### config.mk
export PLATFORM = sky130hd
export DESIGN_NAME = ex_operand_ctrl
export DESIGN_NICKNAME = d
export VERILOG_FILES = /design/src/rtl/ex_operand_ctrl.sv
export SDC_FILE = /design/constraint.sdc
export NUM_CORES = 1
export LEC_CHECK = 0
export CORE_AREA = 2 2 78 80
export CTS_BUF_LIST = sky130_fd_sc_hd__clkbuf_2
export DETAILED_ROUTE_END_ITERATION = 8
export DIE_AREA = 0 0 80 82
export PLACE_DENSITY = 0.57
export SLEW_MARGIN = 20
export SYNTH_ARGS = -nofsm -noshare
export SYNTH_HDL_FRONTEND = slang
export SYNTH_SLANG_ARGS = --single-unit
### constraint.sdc
create_clock -name clk -period 2.76 [get_ports clk]
set_input_delay 0.552 -clock clk [delete_from_list [all_inputs] [get_ports clk]]
set_output_delay 0.552 -clock clk [all_outputs]
set_load 0.05 [all_outputs]
### src/rtl/ex_operand_ctrl.sv
// EX-stage operand controller: registers ID decode into EX, tracks producers in EX and MEM,
// generates ALUSrc / forwarding selects and handles load-use stalls with a single bubble.
module ex_operand_ctrl #(
    parameter int REG_AW = 5,
    parameter int CNT_W  = 16
) (
    input  logic              clk,
    input  logic              rst_n,
    input  logic              id_valid,
    input  logic [REG_AW-1:0] id_rs,
    input  logic [REG_AW-1:0] id_rt,
    input  logic [REG_AW-1:0] id_dest,
    input  logic              id_is_imm,
    input  logic              id_is_store,
    input  logic              id_is_load,
    input  logic              id_reg_write,
    input  logic              flush,
    output logic              stall,
    output logic              ex_valid,
    output logic              ex_alu_src,
    output logic [1:0]        ex_fwd_a,
    output logic [1:0]        ex_fwd_b,
    output logic [1:0]        ex_fwd_st,
    output logic [CNT_W-1:0]  stall_count
);

    typedef enum logic {RUN, HOLD} state_t;

    state_t state_reg, state_next;

    // Instruction currently in EX (also the EX/MEM producer tracker)
    logic              ex_valid_reg;
    logic [REG_AW-1:0] ex_dest_reg;
    logic              ex_wr_reg;
    logic              ex_load_reg;
    logic              ex_alu_src_reg;
    logic [1:0]        ex_fwd_a_reg;
    logic [1:0]        ex_fwd_b_reg;
    logic [1:0]        ex_fwd_st_reg;

    // Instruction currently in MEM (MEM/WB producer tracker)
    logic              mem_valid_reg;
    logic [REG_AW-1:0] mem_dest_reg;
    logic              mem_wr_reg;

    logic [CNT_W-1:0]  stall_count_reg;

    logic              ex_prod;
    logic              mem_prod;
    logic              rt_used;
    logic              hazard;
    logic              load_ex;
    logic [REG_AW-1:0] src [2];
    logic [1:0]        sel [2];

    assign ex_prod  = ex_valid_reg  & ex_wr_reg  & (ex_dest_reg  != '0);
    assign mem_prod = mem_valid_reg & mem_wr_reg & (mem_dest_reg != '0);
    assign rt_used  = id_valid & (~id_is_imm | id_is_store);

    assign src[0] = id_rs;
    assign src[1] = id_rt;

    // Newest producer wins: the EX occupant will sit in EX/MEM when this instruction executes
    generate
        for (genvar gi = 0; gi < 2; gi++) begin : g_sel
            always_comb begin
                sel[gi] = 2'b00;
                if (ex_prod && (ex_dest_reg == src[gi])) begin
                    sel[gi] = 2'b01;
                end else if (mem_prod && (mem_dest_reg == src[gi])) begin
                    sel[gi] = 2'b10;
                end
            end
        end
    endgenerate

    assign hazard = ex_valid_reg & ex_load_reg & (ex_dest_reg != '0) &
                    ((id_valid & (id_rs == ex_dest_reg)) | (rt_used & (id_rt == ex_dest_reg)));

    always_ff @(posedge clk or negedge rst_n) begin
        if (!rst_n) begin
            state_reg <= RUN;
        end else begin
            state_reg <= state_next;
        end
    end

    always_comb begin
        state_next = state_reg;
        case (state_reg)
            RUN:     state_next = stall ? HOLD : RUN;
            HOLD:    state_next = RUN;
            default: state_next = RUN;
        endcase
    end

    // Flush overrides a simultaneous hazard; HOLD never re-stalls the held instruction
    always_comb begin
        stall = 1'b0;
        if (state_reg == RUN) begin
            stall = hazard & ~flush;
        end
    end

    assign load_ex = id_valid & ~stall & ~flush;

    always_ff @(posedge clk or negedge rst_n) begin
        if (!rst_n) begin
            ex_valid_reg    <= 1'b0;
            ex_dest_reg     <= '0;
            ex_wr_reg       <= 1'b0;
            ex_load_reg     <= 1'b0;
            ex_alu_src_reg  <= 1'b0;
            ex_fwd_a_reg    <= 2'b00;
            ex_fwd_b_reg    <= 2'b00;
            ex_fwd_st_reg   <= 2'b00;
            mem_valid_reg   <= 1'b0;
            mem_dest_reg    <= '0;
            mem_wr_reg      <= 1'b0;
            stall_count_reg <= '0;
        end else begin
            mem_valid_reg <= ex_valid_reg;
            mem_dest_reg  <= ex_dest_reg;
            mem_wr_reg    <= ex_wr_reg;

            if (load_ex) begin
                ex_valid_reg   <= 1'b1;
                ex_dest_reg    <= id_dest;
                ex_wr_reg      <= id_reg_write;
                ex_load_reg    <= id_is_load;
                ex_alu_src_reg <= id_is_imm;
                ex_fwd_a_reg   <= sel[0];
                ex_fwd_b_reg   <= id_is_imm ? 2'b00 : sel[1];
                ex_fwd_st_reg  <= id_is_store ? sel[1] : 2'b00;
            end else begin
                ex_valid_reg   <= 1'b0;
                ex_dest_reg    <= '0;
                ex_wr_reg      <= 1'b0;
                ex_load_reg    <= 1'b0;
                ex_alu_src_reg <= 1'b0;
                ex_fwd_a_reg   <= 2'b00;
                ex_fwd_b_reg   <= 2'b00;
                ex_fwd_st_reg  <= 2'b00;
            end

            if (stall && (stall_count_reg != '1)) begin
                stall_count_reg <= stall_count_reg + 1'b1;
            end
        end
    end

    assign ex_valid    = ex_valid_reg;
    assign ex_alu_src  = ex_alu_src_reg;
    assign ex_fwd_a    = ex_fwd_a_reg;
    assign ex_fwd_b    = ex_fwd_b_reg;
    assign ex_fwd_st   = ex_fwd_st_reg;
    assign stall_count = stall_count_reg;

endmodule
==> results.md, run 1 <==
- Outcome: complete, no violations
- Initial antenna violation count: 0
- Worst-Margin Slew: 0.836 ns
- Starting density of the core: about 31%
- Most frequent cells after synthesis: dfrtp_1, xnor2_1, xor2_1
- Gpl congestion: approximately 0.80
- H-Tree Depth: 2
- Post-layout util: between 40% and 50%
- Max-cap violations: 0
- Maximum clock path buffer count: 2
- Root Buffer: clkbuf_2
- PortBufs: 47
- Synth warn: 0
- Leak: 1.04 nW
- Vias per std cell: ~4.6
- Sequential-to-total area share from yosys stat: 54.6%
- Post-synthesis net count: 170
- Gr usage total: about an eighth
- Pwr Density: approximately 430 mW/mm2
- Synth area leaders: dfrtp_1, xnor2_1, xor2_1, and2_1, nand4_1
- # IOs: 48
- Unrepaired setup endpoints after global routing: false
- Max IR drop VDD: around 0.00026 V
- CP Data Required Time: 2.21 ns
- First-pass GRT wire length: roughly 6600 um
- Final worst-path cycle share: 93.3%
- Maximum clock rate: 388 MHz
- Std cell rows: 28
- Slew HR: between 40 and 50%
- Area growth, synth to finish: 35.5%
- Post-synth ARST share: 100%
- Worst path max stage delay: roughly 0.45 ns
- Latest clock arrival within the worst-skew pair: roughly 0.40 ns
- # diodes: 0
- Die Ht: between 80 and 90 um
- Crit-path slowest cell: clkdlybuf4s50_1
- Tmin final: between 2 and 3 ns
- Syn_area_per_cell: approximately 12 um2
- Post-synth cell types: 33
- Post-CTS setup buffers: 0
- Antenna Violating Nets Remaining: 0
- Final net count: roughly 220
- CP cell instances: clkdlybuf4s50_1 -> xor2_1 -> nor3_2 -> nand3_2 -> a21oi_4 -> buf_12
- Ratio of cells with drive above 1 in the final layout: 10.9%
- Clk_skew: 0.0357 ns
- # resized after CTS: 0
- Dpl hpwl: ~2800 um
- TritonCTS clock tree: done
- Yosys top cell area share: a little over half
- CP delay by family, top: buffers and inverters
- Cells after synthesis: approximately 150
- RR Startpoint: ex_dest_reg[0]
- Worst hold path class: in -> async
- CP Launch Type: primary input
- Post-synth EDFFs: 0
- Final WL: 3910 um
- Final hold vios: 0
- DRC Markers: 0
- Die Area: 0.00656 mm2
- Crit Path Max Fanout: 3
- Worst path buffer plus inverter count: 2
- Vias: about 1300
- Crit end category: output port
- Critical path type: in -> out
- Main synth FF type: dfrtp_1
- Largest register FFs: 16
- Vias in the first global route: 1292
- Area leader, netlist: dfrtp_1
- TritonCTS Sinks: 39
- Count leader, synth: dfrtp_1
- Die Width: 80 um
- Yosys reg bits: 39
- Mapped cell area: 0.00179 mm2
- Initial DRC count: 66
- Drt wl/cell: roughly 14 um
- CP Data Arrival Time: 2.02 ns
- Setup TNS Final: 0 ns
- Worst reg2reg path depth: 6
- Max Slew Vio Count: 0
- Gr ovfl total: 0
- Worst r2r dst: stall_count[4]
- Largest net degree at the start of global routing: 40
- R2r setup slk: roughly 0.65 ns
- Iteration count of the initial detailed-routing pass: 4
- Final setup violation count: 0
- Clk slew on worst S/H paths: between 0.2 and 0.25 ns
- Area of the core: 0.00575 mm2
- Cts bufs inserted: 5
- Cts hold-fix bufs: 0
[final cells by class]
class	count	area [um2]
fill	570	3320
sequential	39	976
multi-input combinational	105	797
timing repair buffer	48	483
tap	75	93.8
clock inverter	3	43.8
clock buffer	5	25.0
inverter	1	3.75
[layout by cell type, fill, tap and decap left out, drive strengths merged, types with 3 or more instances in the layout]
cell type and instances:
xor2 13, buf 3, clkbuf 5, nor3 5, xnor2 20, nand2 5, clkdlybuf4s50 45, and2 10
and3 7, nor2 4, nand3 9, nand4 8, dfrtp 39
[per-stage QoR]
step	power (mW)	cell area, um2	hold WS [ns]	setup WS, ns	cells
final	1.04	2420	0.216	0.186	276
after global routing	1.09	2420	0.230	0.0837	276
after CTS	1.05	2420	0.226	0.171	276
after detailed placement	0.703	2350	0.387	0.133	268
after global placement	0.703	2350	0.392	0.166	268
after floorplan	0.645	1790	0.256	0.550	146
[power breakdown]
group / leakage (nW) / switching (mW) / total [mW] / internal (mW)
registers: 0.536 / 0.0112 / 0.593 / 0.582
clock network: 0.0429 / 0.195 / 0.349 / 0.154
logic: 0.461 / 0.0464 / 0.0974 / 0.0510
[kinds of logic after synthesis]
group	count (synthesis)	synth area share [%]
compound gates	11	6.79
xor+xnor	33	16.2
fa+ha+maj	1	0.700
buf+inv	2	0.840
flops	39	54.6
mux	1	0.630
simple gates	59	20.3
[routing by layer]
metal	track usage, %	up-vias	wire, um
met5	0	-	0
met4	4.07	0	46
met3	4.29	6	290
met2	19.4	48	1710
met1	18.9	599	1860
li1	-	625	-
[worst max path at each step]
stage                endpoint  slack, ns      from  cells past startpoint
2_1_floorplan    ex_fwd_st[0]       0.55  ex_valid                      8
3_3_place_gp   stall_count[1]       0.17  id_rt[2]                      6
3_5_place_dp   stall_count[1]       0.13  id_rt[2]                      6
4_1_cts                 stall       0.17  id_rt[2]                      6
5_1_grt                 stall       0.08  id_rt[2]                      6
6_report                stall       0.19  id_rt[2]                      6
Note: power is estimated with default switching activity, not from simulation.
==> inputs of run 2 (changes only) <==
--- a/config.mk
+++ b/config.mk
@@ -5,11 +5,12 @@
 export SDC_FILE = /design/constraint.sdc
 export NUM_CORES = 1
 export LEC_CHECK = 0
-export CORE_AREA = 2 2 78 80
+export CORE_AREA = 2 2 63 65
 export CTS_BUF_LIST = sky130_fd_sc_hd__clkbuf_2
 export DETAILED_ROUTE_END_ITERATION = 8
-export DIE_AREA = 0 0 80 82
-export PLACE_DENSITY = 0.57
+export DIE_AREA = 0 0 65 67
+export PLACE_DENSITY = 0.82
+export RECOVER_POWER = 100
 export SLEW_MARGIN = 20
 export SYNTH_ARGS = -nofsm -noshare
 export SYNTH_HDL_FRONTEND = slang
==> results.md, run 2 (synthesis gave the netlist of run 1 again) <==
- Std cell rows: 22 (-21%)
- PortBufs: 47 (unchanged)
- Number of cells on the critical path: 6 (unchanged)
- Initial antenna violation count: 0 (unchanged)
- Largest net degree at the start of global routing: 40 (unchanged)
- Cts hold-fix bufs: 0 (unchanged)
- Pwr Density: 397 mW/mm2 (-7.5%)
- Leading cell type in the layout, fill and taps excluded: dfrtp_1
- Gpl congestion: 0.829 (+3.5%)
- Post-place setup slack: 0.154 ns (+0.0212 ns)
- CP Data Required Time: 2.21 ns (about the same)
- Final net count: 224 (unchanged)
- Outcome: finished, violations left
- Drt wl/cell: 14.1 um (about the same)
- Critical path type: in -> out
- Final setup violation count: 0 (unchanged)
- Layout fillers: 294 (-48%)
- # diodes: 0 (unchanged)
- Clk_skew: 0.0120 ns (-0.0237 ns)
- Ratio of cells with drive above 1 in the final layout: 6.47% (-4.5 points)
- Most frequent cells in the layout: dfrtp_1, dlygate4sd3_1, clkdlybuf4s50_1, xnor2_1, xor2_1
- Cts bufs inserted: 5 (unchanged)
- CP Launch Type: primary input
- TritonCTS Sinks: 39 (unchanged)
- CP delay by family, top: buffers and inverters
- Tmin final: 2.53 ns (-0.0450 ns)
- Setup TNS Final: 0 ns (unchanged)
- Area of the multi-input gates: 769 um2 (-3.5%)
- Clk slew on worst S/H paths: 0.18 ns (-0.05 ns)
- Vias per std cell: 5.30 (+14%)
- CP Data Arrival Time: 1.98 ns (-0.04 ns)
- Crit end category: output port
- Crit Path Max Fanout: 3 (unchanged)
- Worst path max stage delay: 0.45 ns (about the same)
- H-Tree Depth: 2 (unchanged)
- RR Startpoint: ex_dest_reg[0]
- Area of the core: 0.00361 mm2 (-37%)
- Antenna Violating Nets Remaining: 0 (unchanged)
- # IOs: 48 (unchanged)
- CP cell instances: clkdlybuf4s50_1 -> xor2_1 -> nor3_2 -> nand3_1 -> a21oi_4 -> buf_12
- Final hold vios: 0 (unchanged)
- Iteration count of the initial detailed-routing pass: 4 (unchanged)
- Worst r2r dst: stall_count[5]
- Final Power: 923 uW (-11%)
- Die Width: 65 um (-19%)
- TritonCTS clock tree: done
- Root Buffer: clkbuf_2
- Vias in the first global route: 1316 (+1.9%)
- Vias: 1319 (+3.2%)
- Final WL: 3520 um (-9.8%)
- Worst-Margin Slew: 2.00 ns (+1.16 ns)
- Post-CTS setup buffers: 0 (unchanged)
- Latest clock arrival within the worst-skew pair: 0.39 ns (about the same)
- Initial DRC count: 63 (-4.5%)
- Register area: 976 um2 (unchanged)
- Maximum clock rate: 395 MHz (+1.8%)
- Hold endpoint: mem_wr_reg
- Gr usage total: 19.1% (+5.8 points)
- Failing checks: capacitance limit, slew limit
- Die Area: 0.00436 mm2 (-34%)
- Largest register FFs: 16 (unchanged)
- Max-cap violations: 1 (+1)
- Die Ht: 67 um (-18%)
- Worst reg2reg path depth: 6 (unchanged)
- Hold Crit Start: ex_wr_reg
- Slew HR: -33.2% (-77 points)
- DRC Markers: 0 (unchanged)
- Maximum clock path buffer count: 2 (unchanged)
- Max Slew Vio Count: 40 (+40)
- Max IR drop VDD: 0.000287 V (+12%)
- Crit-path slowest cell: clkdlybuf4s50_1
- # resized after CTS: 0 (unchanged)
- Hold Crit Depth: 0
- Worst hold path class: reg -> reg
- Area growth, synth to finish: 30.2%
- Dpl hpwl: 2640 um (-6.3%)
- First-pass GRT wire length: 6150 um (-6.2%)
- R2r setup slk: 0.46 ns (-0.19 ns)
- Gr ovfl total: 0 (unchanged)
- Worst path buffer plus inverter count: 2 (unchanged)
- Final worst-path cycle share: 91.6% (-1.6 points)
- Setup WS post-layout: 0.231 ns (+0.0450 ns)
- Unrepaired setup endpoints after global routing: false
- Starting density of the core: 49.6% (+18 points)
- Leak: 1.09 nW (+4.8%)
[run 2: final cells by class]
| class | count | share of cell area (%) |
|---|---|---|
| clock buffers | 5 | 1.08 |
| clock inverters | 3 | 0.645 |
| multi-input cells | 105 | 33.1 |
| inverters | 1 | 0.161 |
| repair buffers | 48 | 20.5 |
| well taps | 48 | 2.58 |
| flip-flops and latches | 39 | 41.9 |
[run 2: power breakdown]
| group | internal [mW] | switching, mW |
|---|---|---|
| Sequential | 0.582 | 0.00986 |
| Clock | 0.0564 | 0.181 |
| Combinational | 0.0477 | 0.0464 |
[run 2: worst max-delay path by stage]
stage               startpoint             end  slack, ns
global route          id_rt[2]           stall       0.17
CTS                   id_rt[2]           stall       0.23
floorplan             ex_valid    ex_fwd_st[0]       0.55
finish                id_rt[2]           stall       0.23
global placement      id_rt[2]  stall_count[1]       0.17
detailed placement    id_rt[2]  stall_count[1]       0.15
[run 2: per-stage QoR]
stage / utilization (%) / hold WS (ns) / cells / cell area [um2]
finish: 64.5 / 0.402 / 249 / 2330
global route: 64.5 / 0.423 / 249 / 2330
CTS: 65.4 / 0.253 / 249 / 2360
detailed placement: 64.3 / 0.381 / 241 / 2320
global placement: 64.3 / 0.377 / 241 / 2320
floorplan: - / 0.256 / 146 / 1790
[run 2: metal layers]
layer | vias to the layer above | wire (um) | track usage, %
li1 | 626 | - | -
met4 | 0 | 76 | 7.98
met5 | - | 0 | 0
met3 | 7 | 165 | 5.91
met2 | 41 | 1730 | 31.1
met1 | 645 | 1550 | 23.6
==> inputs of run 3 (changes only) <==
--- a/config.mk
+++ b/config.mk
@@ -5,12 +5,14 @@
 export SDC_FILE = /design/constraint.sdc
 export NUM_CORES = 1
 export LEC_CHECK = 0
-export CORE_AREA = 2 2 63 65
+export ABC_AREA = 1
+export CORE_AREA = 2 2 56 85
 export CTS_BUF_LIST = sky130_fd_sc_hd__clkbuf_2
 export DETAILED_ROUTE_END_ITERATION = 8
-export DIE_AREA = 0 0 65 67
+export DIE_AREA = 0 0 58 87
 export PLACE_DENSITY = 0.82
 export RECOVER_POWER = 100
+export SETUP_SLACK_MARGIN = 0.4
 export SLEW_MARGIN = 20
 export SYNTH_ARGS = -nofsm -noshare
 export SYNTH_HDL_FRONTEND = slang
==> results.md, run 3 <==
- Clk_skew: 0.0301 ns (+0.0181 ns)
- TritonCTS Sinks: 39 (unchanged)
- Clk slew on worst S/H paths: 0.18 ns (about the same)
- Post-synth cell types: 24 (-27%)
- Gr usage total: 20.9% (+1.8 points)
- Met1 WL: 1760 um (+13%)
- Vias: 1845 (+40%)
- Die Area: 0.00505 mm2 (+16%)
- Antenna Violating Nets Remaining: 0 (unchanged)
- Critical path type: in -> out
- Pwr Density: 374 mW/mm2 (-5.8%)
- Die Width: 58 um (-11%)
- Count leader, synth: nand2_1
- Maximum clock path buffer count: 2 (unchanged)
- Vias per std cell: 4.96 (-6.4%)
- Sequential-to-total area share from yosys stat: 43.7% (-11 points)
- Max IR drop VDD: 0.000477 V (+66%)
- Synth warn: 0 (unchanged)
- Largest register FFs: 16 (unchanged)
- Area of the multi-input gates: 0.00101 mm2 (+32%)
- First-pass GRT wire length: 8180 um (+33%)
- Gr ovfl total: 0 (unchanged)
- Worst path buffer plus inverter count: 4 (+2)
- Max Slew Vio Count: 40 (unchanged)
- Final hold vios: 0 (unchanged)
- Leading cell type in the layout, fill and taps excluded: nand2_1
- Worst path max stage delay: 0.45 ns (about the same)
- Initial DRC count: 26 (-59%)
- Routed wl met2: 2720 um (+57%)
- Mapped cell area: 0.00223 mm2 (+25%)
- Cts bufs inserted: 5 (unchanged)
- TritonCTS clock tree: done
- Largest net degree at the start of global routing: 40 (unchanged)
- Most frequent cells in the layout: nand2_1, inv_1, dfrtp_1, dlygate4sd3_1, nor2_1
- Clock share of power: 32.4% (+6.6 points)
- Tmin final: 2.46 ns (-0.0744 ns)
- Number of cells on the critical path: 8 (+2)
- Crit end category: output port
- Setup TNS Final: 0 ns (unchanged)
- Most used cell along the critical path: nand2_4
- Std cell rows: 30 (+36%)
- CP Launch Type: primary input
- Internal power: 783 uW (+14%)
- Worst reg2reg path depth: 9 (+3)
- Main synth FF type: dfrtp_1
- Max-cap violations: 1 (unchanged)
- Hold Crit Depth: 0 (unchanged)
- Failing checks: capacitance limit, slew limit
- Top Metal Used: met4
- Layout fillers: 397 (+35%)
- Post-place setup slack: 0.214 ns (+0.0606 ns)
- H-Tree Depth: 2 (unchanged)
- Register area: 976 um2 (unchanged)
- CP Data Arrival Time: 1.90 ns (-0.08 ns)
- Slew HR: -37.1% (-4.0 points)
- Met3 wire len: 154 um (-6.7%)
- Final net count: 347 (+55%)
- Synth area leaders: dfrtp_1, nand2_1, inv_1, nand4_1, xnor2_1
- Yosys reg bits: 39 (unchanged)
- Worst hold path class: reg -> reg
- CP Data Required Time: 2.21 ns (about the same)
- Initial antenna violation count: 0 (unchanged)
- Most frequent cells after synthesis: nand2_1, inv_1, dfrtp_1
- CP cell instances: clkdlybuf4s50_1 -> inv_1 -> or2_4 -> nand4_4 -> nand2_4 -> nand2_4 -> clkinvlp_2 -> buf_12
- Area leader, netlist: dfrtp_1
- Crit-path slowest cell: clkdlybuf4s50_1
- CP delay by family, top: buffers and inverters
- Starting density of the core: 51.3% (+1.7 points)
- Root Buffer: clkbuf_2
- Post-synthesis net count: 292 (+72%)
- Cells after synthesis: 268 (+84%)
- Outcome: finished, violations left
- Leak: 1.38 nW (+26%)
- Syn_area_per_cell: 8.33 um2 (-32%)
- Maximum clock rate: 407 MHz (+3.0%)
- Final setup violation count: 0 (unchanged)
- Post-synth ARST share: 100% (unchanged)
- Worst-Margin Slew: 2.06 ns (+0.0599 ns)
- Final worst-path cycle share: 89.0% (-2.7 points)
- Area growth, synth to finish: 25.5%
- Net Switching: 264 uW (+11%)
- Seq pwr share: 56.5% (-7.5 points)
- Iteration count of the initial detailed-routing pass: 4 (unchanged)
- Final Power: 1.05 mW (+13%)
- Vias in the first global route: 1915 (+46%)
- Ratio of cells with drive above 1 in the final layout: 16.7% (+10 points)
- Gpl congestion: 0.870 (+4.9%)
- Die Ht: 87 um (+30%)
- # IOs: 48 (unchanged)
- Final WL: 4740 um (+35%)
- Area of the core: 0.00435 mm2 (+21%)
- Yosys top cell area share: 43.7% (-11 points)
- Dpl hpwl: 3490 um (+32%)
- # diodes: 0 (unchanged)
- Switching fraction of total power: 25.2% (-0.54 points)
- Crit Path Max Fanout: 3 (unchanged)
- Latest clock arrival within the worst-skew pair: 0.40 ns (about the same)
- Setup WS post-layout: 0.305 ns (+0.0744 ns)
- DRC Markers: 0 (unchanged)
- Drt wl/cell: 12.7 um (-9.9%)
- Post-synth EDFFs: 0 (unchanged)
- Unrepaired setup endpoints after global routing: true
- Combinational Power Share: 11.1% (+0.9 points)
- PortBufs: 47 (unchanged)
==> run 3: changes by cell type in the layout (fill, tap and decap cells not counted), moves of 5 or more <==
cell             delta
and2_1              -6
and3_1              -7
clkdlybuf4s50_1     -8
dlygate4sd2_1       +7
inv_1              +39
nand2_1            +53
nand3_1             +9
nand4_1            +10
nor2_1             +18
nor2_2             +14
xnor2_1            -10
xor2_1              -5
==> run 3: worst reg2reg max path: cells and delay by family (launching register included) <==
kind	cells	cell delay (ns)
compound gates	1	0.07
buf+inv	2	0.60
simple gates	6	0.86
flops	1	0.53
==> run 3: per-layer routing <==
layer	vias up	global-route usage [%]
li1	936	-
met1	856	21.9
met4	0	8.46
met5	-	0
met2	43	40.0
met3	10	3.42
==> run 3: power groups by stage <==
stage / Combinational, mW / Sequential [mW] / Clock (mW)
after global routing: 0.129 / 0.593 / 0.375
after global placement: 0.117 / 0.601 / 0
after floorplan: 0.0581 / 0.605 / 0
after CTS: 0.121 / 0.591 / 0.354
final: 0.116 / 0.591 / 0.339
after detailed placement: 0.119 / 0.601 / 0
==> run 3: path summary, 6_finish.rpt <==
kind | start | endpoint | slack, ns
max | id_is_imm | stall | 0.30
min | ex_wr_reg | mem_wr_reg | 0.40
max reg2reg | ex_dest_reg[4] | stall_count[1] | 0.58
min reg2reg | ex_wr_reg | mem_wr_reg | 0.40
max in group asynchronous | rst_n | ex_wr_reg | 0.87
min in group asynchronous | rst_n | ex_fwd_a[1] | 0.71
==> run 3: final cells by class <==
type / instances / area share (%)
flip-flops and latches: 39 / 34.8
inverters: 47 / 6.52
repair buffers: 53 / 18.0
well taps: 48 / 2.14
multi-input cells: 177 / 36.2
clock inverters: 3 / 1.38
clock buffers: 5 / 0.893
==> run 3: timing repair <==
item	CTS	global route
pin swaps	4	5
endpoints found under the hold margin	0	0
setup buffers	0	4
hold buffers	0	0
endpoints found under the setup margin	1	2
gates resized for setup	13	4
==> run 3: metrics by stage <==
step                      utilization [%]  instances  cell area (um2)  hold WS (ns)
final                                64.3        372             2800         0.396
after global routing                 64.3        372             2800         0.416
after CTS                            64.5        368             2810         0.237
after detailed placement             62.6        360             2730         0.373
after global placement               62.6        360             2730         0.362
after floorplan                         -        268             2230         0.256
==> run 3: kinds of logic (layout without fill, tap and decap cells) <==
logic type	Yosys count	count (layout)	share of synthesized area (%)
buffers and inverters	52	108	10.7
AOI/OAI and AO/OA	4	4	0.897
adders and majority gates	1	1	0.560
and+or+nand+nor	153	153	36.7
DFF	39	39	43.7
xor gates and xnor gates	19	19	7.46
